==> src/rtl/snn_core_param.sv <==
// Two-layer fully-connected inference core (hidden layer, output layer, argmax).
// Weight ROMs, input memory and activation LUT are external with 1-cycle read latency.
//
// state     | meaning
// IDLE      | waiting for start, counters and accumulator cleared
// HID_MAC   | issue input/hidden-weight addresses, accumulate returned pairs
// HID_DRAIN | accumulate last hidden product, register act_addr
// HID_ACT   | activation LUT lookup in flight
// HID_WR    | store activation in hidden RAM, next hidden unit
// OUT_MAC   | issue hidden RAM/output-weight addresses, accumulate
// OUT_DRAIN | accumulate last output product, register act_addr
// OUT_ACT   | activation LUT lookup in flight
// OUT_CMP   | running argmax update, next output unit
// DONE      | one-cycle result-valid pulse
module snn_core_param #(
   parameter int N_IN   = 784,
   parameter int N_HID  = 32,
   parameter int N_OUT  = 10,
   parameter int BIN_IN = 1,
   parameter int ACC_W  = 27,
   localparam int IW = $clog2(N_IN),
   localparam int HW = $clog2(N_HID),
   localparam int OW = $clog2(N_OUT)
) (
   input  logic             clk,
   input  logic             rst,
   input  logic             start,
   output logic             busy,
   output logic             done,
   output logic [OW-1:0]    digit,
   output logic [7:0]       max_score,
   output logic [IW-1:0]    in_addr,
   input  logic [7:0]       in_data,
   output logic [HW+IW-1:0] wh_addr,
   input  logic [7:0]       wh_data,
   output logic [OW+HW-1:0] wo_addr,
   input  logic [7:0]       wo_data,
   output logic [10:0]      act_addr,
   input  logic [7:0]       act_data
);

   typedef enum logic [3:0] {
      S_IDLE, S_HID_MAC, S_HID_DRAIN, S_HID_ACT, S_HID_WR,
      S_OUT_MAC, S_OUT_DRAIN, S_OUT_ACT, S_OUT_CMP, S_DONE
   } state_t;

   localparam logic [IW-1:0] J_LAST = IW'(N_IN - 1);
   localparam logic [HW-1:0] H_LAST = HW'(N_HID - 1);
   localparam logic [OW-1:0] O_LAST = OW'(N_OUT - 1);
   localparam logic signed [ACC_W-1:0] S_MAX = ACC_W'(1023);
   localparam logic signed [ACC_W-1:0] S_MIN = ACC_W'(-1024);

   state_t state_q, state_d;
   logic [IW-1:0] j_q, j_d;
   logic [HW-1:0] h_q, h_d, k_q, k_d;
   logic [OW-1:0] o_q, o_d;
   logic signed [ACC_W-1:0] acc_q, acc_d;
   logic vld_q;
   logic [10:0] act_q, act_d;
   logic [OW-1:0] digit_q, digit_d;
   logic [7:0] max_q, max_d;
   logic ram_we;
   logic [7:0] hid_ram [N_HID];
   logic [7:0] hid_q;

   logic signed [7:0]  op_a, op_w, op_v;
   logic signed [8:0]  op_h;
   logic signed [15:0] prod_h;
   logic signed [16:0] prod_o;
   logic signed [ACC_W-1:0] mac_sum;
   logic hid_phase;

   function automatic logic [10:0] act_index(input logic signed [ACC_W-1:0] a);
      logic signed [ACC_W-1:0] s;
      s = a >>> 7;
      if (s > S_MAX)      act_index = 11'h7FF;
      else if (s < S_MIN) act_index = 11'h000;
      else                act_index = {~s[10], s[9:0]};
   endfunction

   assign op_a   = (BIN_IN != 0) ? {8{in_data[0]}} : in_data;
   assign op_w   = wh_data;
   assign op_v   = wo_data;
   assign op_h   = {1'b0, hid_q};
   assign prod_h = 16'(op_a) * 16'(op_w);
   assign prod_o = 17'(op_h) * 17'(op_v);

   assign hid_phase = (state_q == S_HID_MAC) || (state_q == S_HID_DRAIN);
   assign mac_sum   = acc_q + (hid_phase ? ACC_W'(prod_h) : ACC_W'(prod_o));

   always_comb begin
      state_d = state_q;
      j_d     = j_q;
      h_d     = h_q;
      k_d     = k_q;
      o_d     = o_q;
      acc_d   = acc_q;
      act_d   = act_q;
      digit_d = digit_q;
      max_d   = max_q;
      ram_we  = 1'b0;
      // data returned for the previous cycle's address is summed here
      if (vld_q) acc_d = mac_sum;
      case (state_q)
         S_IDLE: begin
            j_d   = '0;
            h_d   = '0;
            k_d   = '0;
            o_d   = '0;
            acc_d = '0;
            if (start) state_d = S_HID_MAC;
         end
         S_HID_MAC: begin
            if (j_q == J_LAST) begin
               j_d     = '0;
               state_d = S_HID_DRAIN;
            end else begin
               j_d = j_q + 1'b1;
            end
         end
         S_HID_DRAIN: begin
            act_d   = act_index(mac_sum);
            state_d = S_HID_ACT;
         end
         S_HID_ACT: state_d = S_HID_WR;
         S_HID_WR: begin
            ram_we = 1'b1;
            acc_d  = '0;
            if (h_q == H_LAST) begin
               h_d     = '0;
               state_d = S_OUT_MAC;
            end else begin
               h_d     = h_q + 1'b1;
               state_d = S_HID_MAC;
            end
         end
         S_OUT_MAC: begin
            if (k_q == H_LAST) begin
               k_d     = '0;
               state_d = S_OUT_DRAIN;
            end else begin
               k_d = k_q + 1'b1;
            end
         end
         S_OUT_DRAIN: begin
            act_d   = act_index(mac_sum);
            state_d = S_OUT_ACT;
         end
         S_OUT_ACT: state_d = S_OUT_CMP;
         S_OUT_CMP: begin
            acc_d = '0;
            // strict compare keeps the lowest index on ties
            if ((o_q == '0) || (act_data > max_q)) begin
               digit_d = o_q;
               max_d   = act_data;
            end
            if (o_q == O_LAST) begin
               state_d = S_DONE;
            end else begin
               o_d     = o_q + 1'b1;
               state_d = S_OUT_MAC;
            end
         end
         S_DONE:  state_d = S_IDLE;
         default: state_d = S_IDLE;
      endcase
   end

   always_ff @(posedge clk or posedge rst) begin
      if (rst) begin
         state_q <= S_IDLE;
         j_q     <= '0;
         h_q     <= '0;
         k_q     <= '0;
         o_q     <= '0;
         acc_q   <= '0;
         vld_q   <= 1'b0;
         act_q   <= '0;
         digit_q <= '0;
         max_q   <= '0;
      end else begin
         state_q <= state_d;
         j_q     <= j_d;
         h_q     <= h_d;
         k_q     <= k_d;
         o_q     <= o_d;
         acc_q   <= acc_d;
         vld_q   <= (state_q == S_HID_MAC) || (state_q == S_OUT_MAC);
         act_q   <= act_d;
         digit_q <= digit_d;
         max_q   <= max_d;
      end
   end

   always_ff @(posedge clk) begin
      if (ram_we) hid_ram[h_q] <= act_data;
      hid_q <= hid_ram[k_q];
   end

   assign busy      = (state_q != S_IDLE) && (state_q != S_DONE);
   assign done      = (state_q == S_DONE);
   assign digit     = digit_q;
   assign max_score = max_q;
   assign in_addr   = j_q;
   assign wh_addr   = {h_q, j_q};
   assign wo_addr   = {o_q, k_q};
   assign act_addr  = act_q;

endmodule
==> config.mk <==
export PLATFORM = sky130hd
export DESIGN_NAME = snn_core_param
export DESIGN_NICKNAME = d
export VERILOG_FILES = /design/src/rtl/snn_core_param.sv
export SDC_FILE = /design/constraint.sdc
export NUM_CORES = 1
export LEC_CHECK = 0
export CAP_MARGIN = 30
export CELL_PAD_IN_SITES_DETAIL_PLACEMENT = 2
export CELL_PAD_IN_SITES_GLOBAL_PLACEMENT = 2
export CORE_AREA = 5 5 213 257
export CTS_BUF_LIST = sky130_fd_sc_hd__clkbuf_16
export DETAILED_ROUTE_END_ITERATION = 10
export DIE_AREA = 0 0 218 262
export PLACE_DENSITY = 0.65
export SETUP_SLACK_MARGIN = 0.02
export SLEW_MARGIN = 10
export SYNTH_ARGS = -nofsm -noshare
export SYNTH_HDL_FRONTEND = slang
export SYNTH_SLANG_ARGS = --single-unit
==> constraint.sdc <==
create_clock -name clk -period 14.2 [get_ports clk]
set_input_delay 3.55 -clock clk [delete_from_list [all_inputs] [get_ports clk]]
set_output_delay 3.55 -clock clk [all_outputs]
set_load 0.005 [all_outputs]
[After elaboration in Yosys (flattened, before gate mapping)]
Memories as Yosys holds them, arrays and structs flattened. A register that Yosys moved wholly into a read port is not among the register bits.
Cells that the tools add are included.
Word-level totals
  bits of input ports: 35
  memories: 1
  memory bits (writable): 256
  output and inout port bits: 59
  flip-flop bits (word level): 79
Memory list
  hid_ram: words 32, bits a word 8, rd ports 1, clocked after Yosys merged registers in 1, wr ports 1, line 63  | logic [7:0] hid_ram [N_HID];
Operators by class
  reduce and logical (&&, ||, !) cells: 17
  $add $sub $neg: 5
  muxes and demuxes: 22
  eq/ne operators: 18
  bitwise logic cells: 1
  multipliers: 2
  order comparisons: 3
Operator list (count)
  $mux W27: 3
  $pmux W4 S9: 1
  $add A27 B27 Y27: 1
  $mux W11: 2
  $gt A20 B11 Y1 const B: 1
  $lt A20 B11 Y1 const B: 1
  $mux W4: 5
  $pmux W10 S2: 1
  $pmux W5 S2: 2
  $mul A9 B8 Y17: 1
  $eq A4 B3 Y1 const B: 4
  $eq A4 B4 Y1 const B: 3
  $add A10 B1 Y10 const B: 1
  $add A5 B1 Y5 const B: 2
  $eq A10 B10 Y1 const B: 1
  $eq A5 B5 Y1 const B: 2
  $mux W10: 1
  $mux W5: 2
  $reduce_bool A2 Y1: 5
  $mul A1 B8 Y9: 1
  $eq A4 B2 Y1 const B: 2
  $gt A8 B8 Y1: 1
  $logic_not A4 Y1: 2
  $pmux W4 S2: 1
  15 further kinds: 22

[Logic depth before layout (Yosys ltp)]
Gate-level depths: netlist of run 1.
  word-level depth: 7
  depth in mapped cells: 32
  depth with buffers taken out: 30

[Worst setup path after synthesis of run 1]
Ideal clock, no wire load.
  path type: input-to-reg
  start: input wo_data[7]
  end: register act_q[1] (netlist: act_addr[1])
  stages: 28
  buffers on the path: 1
  arrival time: 9.656 ns
  setup slack: 4.403 ns
  cell sequence: nand2b_1 fa_1 fa_1 inv_1 fa_1 inv_1 fa_1 inv_1 ha_1 inv_1 o21bai_1 a21oi_1 o21bai_1 a41o_1 o41ai_1 xor2_1 a21oi_1 ha_1 buf_2 a21o_1 o21bai_1 a21o_1 a21oi_2 o41ai_2 xor2_1 or4b_4 nor3_4 o32ai_1
Between the ends
  cells in the longest elaborated chain, start to end: 6
  elaborated cells between the ends (all ways): 7
RTL lines
  start: declaration: line 37  | input logic [7:0] wo_data,
  $mul A9 B8 Y17 (*): line 86  | assign prod_o = 17'(op_h) * 17'(op_v);
  $mux W27 (*): line 89  | assign mac_sum = acc_q + (hid_phase ? ACC_W'(prod_h) : ACC_W'(prod_o));
  $add A27 B27 Y27 (*): line 89
  $lt A20 B11 Y1: line 77  | else if (s < S_MIN) act_index = 11'h000;
  $mux W11: line 77
  $mux W11 (*): line 76  | if (s > S_MAX) act_index = 11'h7FF;
  end signal: assignment: line 189  | act_q <= act_d;
  end: declaration: line 59  | logic [10:0] act_q, act_d;
Mark *: on every way between the ends. The rest lies on a longest branch, timed or not.
A chain may end at the register's enable or synchronous reset.

[Final worst setup path of run 1]
  start: input wo_data[7]
  end: register act_q[6] (netlist: act_addr[6])
The elaborated chain is that of the path after synthesis.

==> metrics.cfg, run 1 <==
[timing]
final.period_utilization_pct = 77.6
worstMarginPinSlew_ns = 0.971
final-max-slew-violation-count = 0
whs_ns = 0.512
fin_skew_ns = 0.00880
hold_viol = 0
layout_min_cycle_time_ns = 11.02
rsz0062_at_grt = no
fmax_mhz = 90.8
finalSetupViolCount = 0
fin_setup_tns_ns = 0
worst_slew_margin_rel_pct = 35.1

[synthesis]
yosys_register_bits = 343
yosysWarnings = 0
ys.flop_type = edfxtp_1
synth_nets = 1610
async_reset_ff_share_pct = 23.0
yosysSeqAreaShare_pct = 54.6
synth_area_per_cell_sq_um = 12.4
netlist_instances = 1448
synth_cell_types = 69
synth-edff-count = 256
synth_area_sq_mm = 0.0180

[die]
ios = 94
die_area_sq_mm = 0.0571
dieHeight_um = 262
die_w_um = 218
start_util_pct = 34.6
core_area_sq_mm = 0.0520
rows = 92

[grt]
grt_max_degree = 46
grt-ovfl-total = 0
grt_usage_pct = 17.2
antenna_found_initial = 0
grt_pass1_wl_um = 76800
grt_pass1_vias = 13400

[placed_design]
port_buffers = 86
dp.final_hpwl_um = 34300
postPlaceCellArea_sq_mm = 0.0197
post-place-cells = 2200
gp_congestion = 0.748

[critical_path]
arrival_ns = 11.40
worstPathRequired_ns = 14.59
critical_path.max_fanout = 11
worst_setup_path_end_kind = flop
critical_path.startpoint_type = input port
criticalPathCategory = in2reg

[detailed_routing]
dr.first_iter.drc_count = 501
via_count = 11800
drcViolationCount = 0
wl_um = 49000
firstDrtPassIters = 4
wire_per_inst_um = 21.6
postRouteAntennaNets = 0
via_per_inst = 5.18

[min_path]
min_path_type = reg2reg

[layout]
utilization_pct = 40.0
finalInstanceArea_sq_mm = 0.0208
drive_above_1_share_pct = 9.51
area_growth_syn_to_layout_pct = 15.8
nFillCells = 5377
finalNonFillerCells = 2272
diodes = 0
nets = 1699

[clock_network]
cts_hold_buf = 0
cts-buffers-inserted = 40
clk_latency_ns = 0.55
clk_pin_slew_worst_paths_ns = 0.05
cts.root.buffer_cell = clkbuf_16
cts_tree = built
postCtsResizedCells = 0
post-cts-setup-buffers = 0
cts_buffer_depth = 3
clock_sinks = 343
htreeDepth = 2

[power]
p_sw_uw = 798
p_leak_uw = 0.00763
p_clk_share_pct = 34.4
switching_share_pct = 29.8
vdd_ir_drop_max_mv = 0.101
internal-power_uw = 1880
combPwrFrac_pct = 22.7
seq_power_share_pct = 42.8
powerDensity_mw_per_mm2 = 129

[run_status]
status = complete, no violations

[run]
maxCapViolations = 0

-- per-layer routing --
metal	vias up	GRT usage (%)	routed length, um
met5	-	0	0
li1	5464	-	-
met4	0	5.15	1420
met2	155	33.9	27200
met3	77	2.57	1350
met1	6065	19.1	19000
-- synthesized netlist by cell type, types with 4 or more instances --
| master | n | share of area [%] |
|---|---|---|
| mux4_2 | 32 | 4.0 |
| a31oi_1 | 4 | 0.14 |
| inv_1 | 83 | 1.7 |
| o21bai_1 | 5 | 0.21 |
| nand3b_1 | 5 | 0.21 |
| a21oi_1 | 61 | 1.7 |
| a21oi_2 | 5 | 0.24 |
| dfxtp_1 | 8 | 0.89 |
| buf_4 | 10 | 0.42 |
| nand3_1 | 25 | 0.70 |
| nor2b_1 | 7 | 0.24 |
| nand2b_1 | 20 | 0.70 |
| fa_1 | 38 | 4.2 |
| buf_2 | 4 | 0.11 |
| and3_1 | 9 | 0.31 |
| a21o_1 | 15 | 0.63 |
| mux2_2 | 12 | 0.75 |
| xor2_1 | 19 | 0.93 |
| o31ai_1 | 6 | 0.25 |
| nor4_1 | 5 | 0.17 |
| nor2_1 | 148 | 3.1 |
| nor3_1 | 17 | 0.47 |
| dfrtp_1 | 79 | 11 |
| a211oi_1 | 13 | 0.54 |
| o22ai_1 | 9 | 0.31 |
| o32ai_1 | 10 | 0.49 |
| buf_1 | 12 | 0.25 |
| and2_1 | 41 | 1.4 |
| edfxtp_1 | 256 | 43 |
| or3_1 | 7 | 0.24 |
| o21ai_0 | 74 | 2.1 |
| o221ai_1 | 24 | 1.2 |
| o21a_1 | 5 | 0.21 |
| nand2_1 | 103 | 2.2 |
| nand4_1 | 7 | 0.24 |
| clkbuf_1 | 37 | 0.77 |
| ha_1 | 89 | 6.2 |
| mux2i_1 | 79 | 4.4 |
| xnor2_1 | 25 | 1.2 |
-- through the flow --
| stage | total power, uW | setup WS, ns |
|---|---|---|
| 2_1_floorplan | 1620 | 4.40 |
| 3_3_place_gp | 1770 | 2.48 |
| 3_5_place_dp | 1790 | 2.45 |
| 4_1_cts | 2730 | 3.02 |
| 5_1_grt | 2840 | 2.56 |
| 6_report | 2680 | 3.18 |
-- worst paths after layout --
path	slack [ns]	to	depth (start not counted)	from
hold reg to reg	0.51	digit[1]	1	digit[1]
setup reg to reg	6.31	act_addr[6]	27	hid_q[0]
min in group asynchronous	3.40	act_addr[10]	2	rst
max in group asynchronous	9.71	k_q[0]	3	rst
setup / recovery	3.18	act_addr[6]	28	wo_data[7]
hold / removal	0.51	digit[1]	1	digit[1]
-- power groups by stage --
stage	Combinational [uW]	Clock, uW	Sequential [uW]
finish	610	923	1150
global route	689	998	1150
CTS	629	950	1150
detailed placement	625	0	1170
global placement	608	0	1170
floorplan	464	0	1160
-- final cells by class --
cell class | count | area [sq um] | share of cell area [%]
Clock inverter | 32 | 156 | 0.751
Inverter | 83 | 313 | 1.50
Timing Repair Buffer | 110 | 1060 | 5.10
Clock buffer | 40 | 1000 | 4.81
Tap cell | 705 | 882 | 4.24
Multi-Input combinational cell | 959 | 7580 | 36.4
Sequential cell | 343 | 9830 | 47.2
-- layout by cell type, fill, tap and decap left out, drive strengths merged, types with 41 or more instances in the layout --
cell type	n
mux2i	79
and2	41
inv	96
ha	89
dfrtp	79
nand2	103
clkdlybuf4s50	86
a21oi	67
o21ai	77
edfxtp	256
nor2	149
-- registers in the layout, indices dropped and copies added, names as in the netlist --
| signal | count |
|---|---|
| hid_q | 8 |
| acc_q | 27 |
| hid_ram | 256 |
| in_addr | 10 |
| h_q | 5 |
| max_score | 8 |
| vld_q | 1 |
| k_q | 5 |
| state_q | 4 |
| act_addr | 11 |
| digit | 4 |
| o_q | 4 |
-- cell families after synthesis --
group / synth area share, %
buf+inv: 3.29
xor+xnor: 2.28
fa+ha+maj: 10.4
flops: 54.6
compound gates: 9.30
simple gates: 10.9
mux: 9.16
-- critical path: stages --
cell and delay, ns:
clkdlybuf4s50_1 0.60, inv_1 0.19, nor2_1 0.19, fa_1 0.44, fa_1 0.53, fa_1 0.54, inv_1 0.05, fa_1 0.52
inv_1 0.04, ha_1 0.32, o21ai_0 0.09, nor2_1 0.07, o41a_1 0.35, nor2_1 0.13, a21oi_1 0.09, xnor2_1 0.15
a21oi_2 0.56, ha_1 0.42, a21oi_1 0.32, nand2_1 0.09, a21o_1 0.17, a21oi_2 0.18, nor3b_2 0.27, a21oi_1 0.13
o21ai_1 0.17, xor3_1 0.31, nor2b_1 0.69, o32ai_1 0.22
Power figures use the tool's default switching activity.
==> run 2: changes to the inputs <==
--- a/config.mk
+++ b/config.mk
@@ -12,7 +12,7 @@
 export CTS_BUF_LIST = sky130_fd_sc_hd__clkbuf_16
 export DETAILED_ROUTE_END_ITERATION = 10
 export DIE_AREA = 0 0 218 262
-export PLACE_DENSITY = 0.65
+export PLACE_DENSITY = 0.68
 export SETUP_SLACK_MARGIN = 0.02
 export SLEW_MARGIN = 10
 export SYNTH_ARGS = -nofsm -noshare
==> constraint.sdc (replaced) <==
create_clock -name clk -period 8.9 [get_ports clk]
set_input_delay 2.225 -clock clk [delete_from_list [all_inputs] [get_ports clk]]
set_output_delay 2.225 -clock clk [all_outputs]
set_load 0.005 [all_outputs]
==> run 2 against run 1 <==
Against the previous run:
- sequential share of layout area decreased by 1.9 points
- critical path depth grew 1
- highest routed layer unchanged
- setup slack got worse by 2.9 ns
- register-to-register slack got worse by 4.6 ns
- critical path type unchanged
- largest power group unchanged
- via count rose by 4.6%
- total power increased by 77%
==> metrics.cfg, run 2 (synthesis results as in run 1) <==
[run_status]
status = complete, no violations

[timing]
layout_min_cycle_time_ns = 8.57
hold_viol = 0  ; unchanged
layout_setup_ws_ns = 0.329  ; -2.85 ns
worst_slew_margin_rel_pct = 35.3  ; +0.18 points
final-max-slew-violation-count = 0  ; unchanged
finalSetupViolCount = 0  ; unchanged
fmax_mhz = 117
fin_skew_ns = 0.0163  ; +0.00753 ns
final.period_utilization_pct = 96.3
worstMarginPinSlew_ns = 0.971  ; +0.000393 ns

[detailed_routing]
firstDrtPassIters = 4  ; unchanged
via_per_inst = 5.21  ; +0.67%
via_count = 12300  ; +4.6%
wl_um = 52500  ; +7.2%
drcViolationCount = 0  ; unchanged
postRouteAntennaNets = 0  ; unchanged
wire_per_inst_um = 22.3  ; +3.1%
dr.first_iter.drc_count = 624  ; +25%

[clock_network]
cts-buffers-inserted = 38  ; -5.0%
clk_pin_slew_worst_paths_ns = 0.06  ; about the same
htreeDepth = 2  ; unchanged
cts.root.buffer_cell = clkbuf_16
clock_sinks = 343  ; unchanged
clk_latency_ns = 0.57  ; +0.02 ns
cts_buffer_depth = 3  ; unchanged
cts_hold_buf = 0  ; unchanged
cts_tree = built

[grt]
antenna_found_initial = 0  ; unchanged
use_met2_pct = 35.0  ; +1.2 points
grt_use_met3_pct = 2.18  ; -0.39 points
top_usage_layer = met2
grt_max_degree = 54  ; +17%
grt_pass1_wl_um = 82600  ; +7.5%
grt_pass1_vias = 14100  ; +5.8%
met1_usage_pct = 21.7  ; +2.6 points
grt-ovfl-total = 0  ; unchanged
grt_usage_pct = 18.6  ; +1.3 points

[critical_path]
criticalPathCategory = in2reg
slowest_delay_ns = 0.57  ; -0.12 ns
critical_path.startpoint_type = input port
worst_setup_path_end_kind = flop
arrival_ns = 9.01  ; -2.39 ns
critPathBufInv = 6  ; +2
cpLargestDelayFamily = adder cells
worstPathRequired_ns = 9.34  ; -5.25 ns
crit_top_cell = fa_1
regToRegSetupSlack_ns = 1.74  ; -4.57 ns
crit_slowest_cell = fa_1
critical_path.max_fanout = 10  ; -1

[die]
ios = 94  ; unchanged
rows = 92  ; unchanged
start_util_pct = 34.6  ; unchanged
dieHeight_um = 262  ; unchanged
core_area_sq_mm = 0.0520  ; unchanged
die_area_sq_mm = 0.0571  ; unchanged
die_w_um = 218  ; unchanged

[layout]
largest_register_ff_count = 256  ; unchanged
finalNonFillerCells = 2361  ; +3.9%
final_cell_mix = edfxtp_1 (256), nor2_1 (148), buf_4 (112), nand2_1 (103), ha_1 (89)
nets = 1788  ; +5.2%
diodes = 0  ; unchanged
mostFrequentLayoutCell = edfxtp_1
drive_above_1_share_pct = 15.6  ; +6.1 points
area_growth_syn_to_layout_pct = 20.7
regMostFlops = hid_ram

[placed_design]
dp_slack_ns = -0.757  ; -3.21 ns
gp_congestion = 0.787  ; +5.2%
port_buffers = 86  ; unchanged
dp.final_hpwl_um = 35800  ; +4.3%
post-place-cells = 2282  ; +3.7%

[power]
powerDensity_mw_per_mm2 = 219  ; +70%
vdd_ir_drop_max_mv = 0.180  ; +79%
p_leak_uw = 0.00819  ; +7.3%

[min_path]
min_path_type = reg2reg

[run]
maxCapViolations = 0  ; unchanged

-- run 2: cell types whose count changed in the layout (fill, tap and decap cells not counted), moves of 3 or more --
cell	change
bufinv_16	+5
a21oi_2	+4
buf_4	+89
inv_1	-5
clkdlybuf4s50_1	-8
clkbuf_2	+3
dlymetal6s2s_1	+5
a21oi_1	-4
-- run 2: cell type report --
| type | instances | area, sq um |
|---|---|---|
| clock buffer | 38 | 951 |
| clock inverter | 32 | 290 |
| fill | 5368 | 30300 |
| inverter | 83 | 313 |
| multi-input combinational | 959 | 7660 |
| sequential | 343 | 9830 |
| tap | 705 | 882 |
| timing repair buffer | 201 | 1770 |
-- run 2: worst paths after layout --
check                        startpoint      endpoint  cells past startpoint
max                          wo_data[4]   act_addr[0]                     29
min                        act_addr[10]  act_addr[10]                      2
max reg2reg                    hid_q[0]   act_addr[0]                     29
min reg2reg                act_addr[10]  act_addr[10]                      2
max in group asynchronous           rst        k_q[0]                      3
min in group asynchronous           rst   act_addr[9]                      2
-- run 2: where the power goes --
| group | switching, uW | internal, uW | total, uW |
|---|---|---|---|
| sequential | 42.3 | 1790 | 1830 |
| clock | 675 | 928 | 1600 |
| combinational | 693 | 626 | 1320 |
-- run 2: worst min-delay path, delay by kind of cell, from the launching register on --
family	cells	cell delay, ns
flip-flops	1	0.34
AND/OR/NAND/NOR	2	0.12
-- run 2: routing by layer --
metal / wire length [um] / vias to the layer above
met4: 1660 / 0
met5: 0 / -
li1: - / 5643
met2: 28600 / 156
met1: 21000 / 6424
met3: 1310 / 81
-- run 2: timing repair --
| action | CTS | global route |
|---|---|---|
| setup endpoints to repair | 10 | 16 |
| setup buffers | 1 | 7 |
| resized for setup | 9 | 19 |
| pin swaps | 3 | 16 |
-- run 2: through the flow --
step	TNS, ns	cell area, sq um	hold slack, ns	util (%)	total power (uW)
global placement	-6.64	20300	0.487	38.9	3030
CTS	0	21600	0.510	41.5	4750
global route	-0.103	21700	0.524	41.7	5010
floorplan	0	18000	0.487	-	2590
finish	0	21700	0.498	41.7	4750
detailed placement	-9.18	20300	0.497	39.0	3090
==> run 3: changes to the inputs <==
--- a/config.mk
+++ b/config.mk
@@ -6,10 +6,11 @@
 export NUM_CORES = 1
 export LEC_CHECK = 0
 export CAP_MARGIN = 30
-export CELL_PAD_IN_SITES_DETAIL_PLACEMENT = 2
+export CELL_PAD_IN_SITES_DETAIL_PLACEMENT = 1
 export CELL_PAD_IN_SITES_GLOBAL_PLACEMENT = 2
 export CORE_AREA = 5 5 213 257
 export CTS_BUF_LIST = sky130_fd_sc_hd__clkbuf_16
+export CTS_CLUSTER_DIAMETER = 40
 export DETAILED_ROUTE_END_ITERATION = 10
 export DIE_AREA = 0 0 218 262
 export PLACE_DENSITY = 0.68
==> run 3 against run 2 <==
Against the previous run:
- fmax is 0.18% higher
- largest power group is now the clock network
- die area stayed put
- register-to-register slack worse by 0.02 ns
- critical path type unchanged
- critical endpoint is now act_addr[9]
- routed wire length is 9.3% lower
- sequential power about the same
==> metrics.cfg, run 3 (synthesis results as in run 1) <==
[run_status]
status = complete, no violations

[power]
vdd_ir_drop_max_mv = 0.153  ; -15%
p_leak_uw = 0.00844  ; +3.1%
powerDensity_mw_per_mm2 = 230  ; +5.2%

[clock_network]
cts.root.buffer_cell = clkbuf_16
htreeDepth = 2  ; unchanged
cts_hold_buf = 0  ; unchanged
clk_latency_ns = 0.60  ; +0.03 ns
cts-buffers-inserted = 51  ; +34%
clock_sinks = 343  ; unchanged
cts_buffer_depth = 3  ; unchanged
cts_tree = built
clk_pin_slew_worst_paths_ns = 0.05  ; about the same

[critical_path]
regToRegSetupSlack_ns = 1.72  ; -0.02 ns
critical_path.startpoint_type = input port
critPathBufInv = 7  ; +1
cpLargestDelayFamily = adder cells
arrival_ns = 9.02  ; about the same
critical_path.max_fanout = 5  ; -5
worst_setup_path_end_kind = flop
criticalPathCategory = in2reg
crit_top_cell = fa_1
crit_slowest_cell = fa_1
slowest_delay_ns = 0.56  ; about the same
worstPathRequired_ns = 9.36  ; +0.02 ns

[die]
die_area_sq_mm = 0.0571  ; unchanged
start_util_pct = 34.6  ; unchanged
rows = 92  ; unchanged
die_w_um = 218  ; unchanged
dieHeight_um = 262  ; unchanged
ios = 94  ; unchanged
core_area_sq_mm = 0.0520  ; unchanged

[placed_design]
postPlaceCellArea_sq_mm = 0.0203  ; unchanged
dp_slack_ns = -0.699  ; +0.0587 ns
dp.final_hpwl_um = 32300  ; -9.9%
port_buffers = 86  ; unchanged
gp_congestion = 0.787  ; unchanged

[grt]
grt_usage_pct = 16.7  ; -1.8 points
grt_pass1_vias = 13100  ; -7.0%
antenna_found_initial = 0  ; unchanged
grt-ovfl-total = 0  ; unchanged
grt_max_degree = 54  ; unchanged
grt_pass1_wl_um = 74900  ; -9.4%

[detailed_routing]
via_count = 12100  ; -2.0%
via_per_inst = 5.05  ; -3.1%
dr.first_iter.drc_count = 630  ; +0.96%
firstDrtPassIters = 4  ; unchanged
wire_per_inst_um = 19.9  ; -10%
postRouteAntennaNets = 0  ; unchanged
wl_um = 47700  ; -9.3%
drcViolationCount = 0  ; unchanged

[timing]
hold_viol = 0  ; unchanged
fin_skew_ns = 0.0291  ; +0.0128 ns
worst_slew_margin_rel_pct = 40.9  ; +5.6 points
rsz0062_at_grt = no
final.period_utilization_pct = 96.1  ; -0.17 points
final-max-slew-violation-count = 0  ; unchanged
fmax_mhz = 117  ; +0.18%
layout_min_cycle_time_ns = 8.56  ; -0.0153 ns
worstMarginPinSlew_ns = 0.886  ; -0.0847 ns
whs_ns = 0.505  ; +0.00714 ns
finalSetupViolCount = 0  ; unchanged
fin_setup_tns_ns = 0  ; unchanged
layout_setup_ws_ns = 0.345  ; +0.0153 ns

[layout]
nets = 1803  ; +0.84%
final_cell_mix = edfxtp_1 (256), nor2_1 (147), buf_4 (113), nand2_1 (102), inv_1 (87)
regMostFlops = hid_ram
largest_register_ff_count = 256  ; unchanged
utilization_pct = 42.8  ; +1.1 points
area_growth_syn_to_layout_pct = 23.9
diodes = 0  ; unchanged
finalInstanceArea_sq_mm = 0.0223  ; +2.7%
mostFrequentLayoutCell = edfxtp_1
drive_above_1_share_pct = 17.2  ; +1.6 points

[run]
maxCapViolations = 0  ; unchanged

[min_path]
min_path_type = reg2reg

run 3: changes by cell type in the layout (fill, tap and decap cells not counted), moves of 4 or more:
cell	delta
clkbuf_16	+14
inv_6	+4
inv_8	+5
clkinvlp_4	+6
run 3: per-layer routing:
metal	wire (um)	global-route usage (%)	vias to the layer above
met2	25200	30.7	180
met4	1400	5.29	0
met5	0	0	-
li1	-	-	5686
met1	19600	20.2	6119
met3	1530	2.60	75
run 3: metrics by stage:
stage	std cells	total power [uW]
after floorplan	1448	2590
after global placement	2281	3030
after detailed placement	2282	3050
after CTS	2379	5130
after global routing	2389	5410
final	2389	5130
run 3: where the power goes:
group	switching, uW	internal (uW)	leakage (uW)
clock network	807	1220	0.000860
logic	645	622	0.00426
registers	43.5	1790	0.00332
run 3: worst paths after layout:
kind / from / end / depth (start not counted)
max: wo_data[4] / act_addr[9] / 29
max reg2reg: hid_q[0] / act_addr[9] / 29
max in group asynchronous: rst / k_q[0] / 3
min reg2reg: digit[2] / digit[2] / 1
min in group asynchronous: rst / act_addr[9] / 2
min: digit[2] / digit[2] / 1
run 3: cell type report:
cell class | instances | area (sq um)
inverters | 83 | 313
repair buffers | 203 | 1820
clock inverters | 45 | 487
multi-input cells | 959 | 7670
clock buffers | 51 | 1280
fillers | 5503 | 29700
well taps | 705 | 882
flip-flops and latches | 343 | 9830
run 3: what timing repair did:
action / 4_1_cts / 5_1_grt
buffers inserted: 1 / 8
resized for setup: 1 / 24
pin swaps: 1 / 18
hold endpoints to repair: 0 / 0
setup endpoints to repair: 10 / 15
gates cloned: 0 / 1
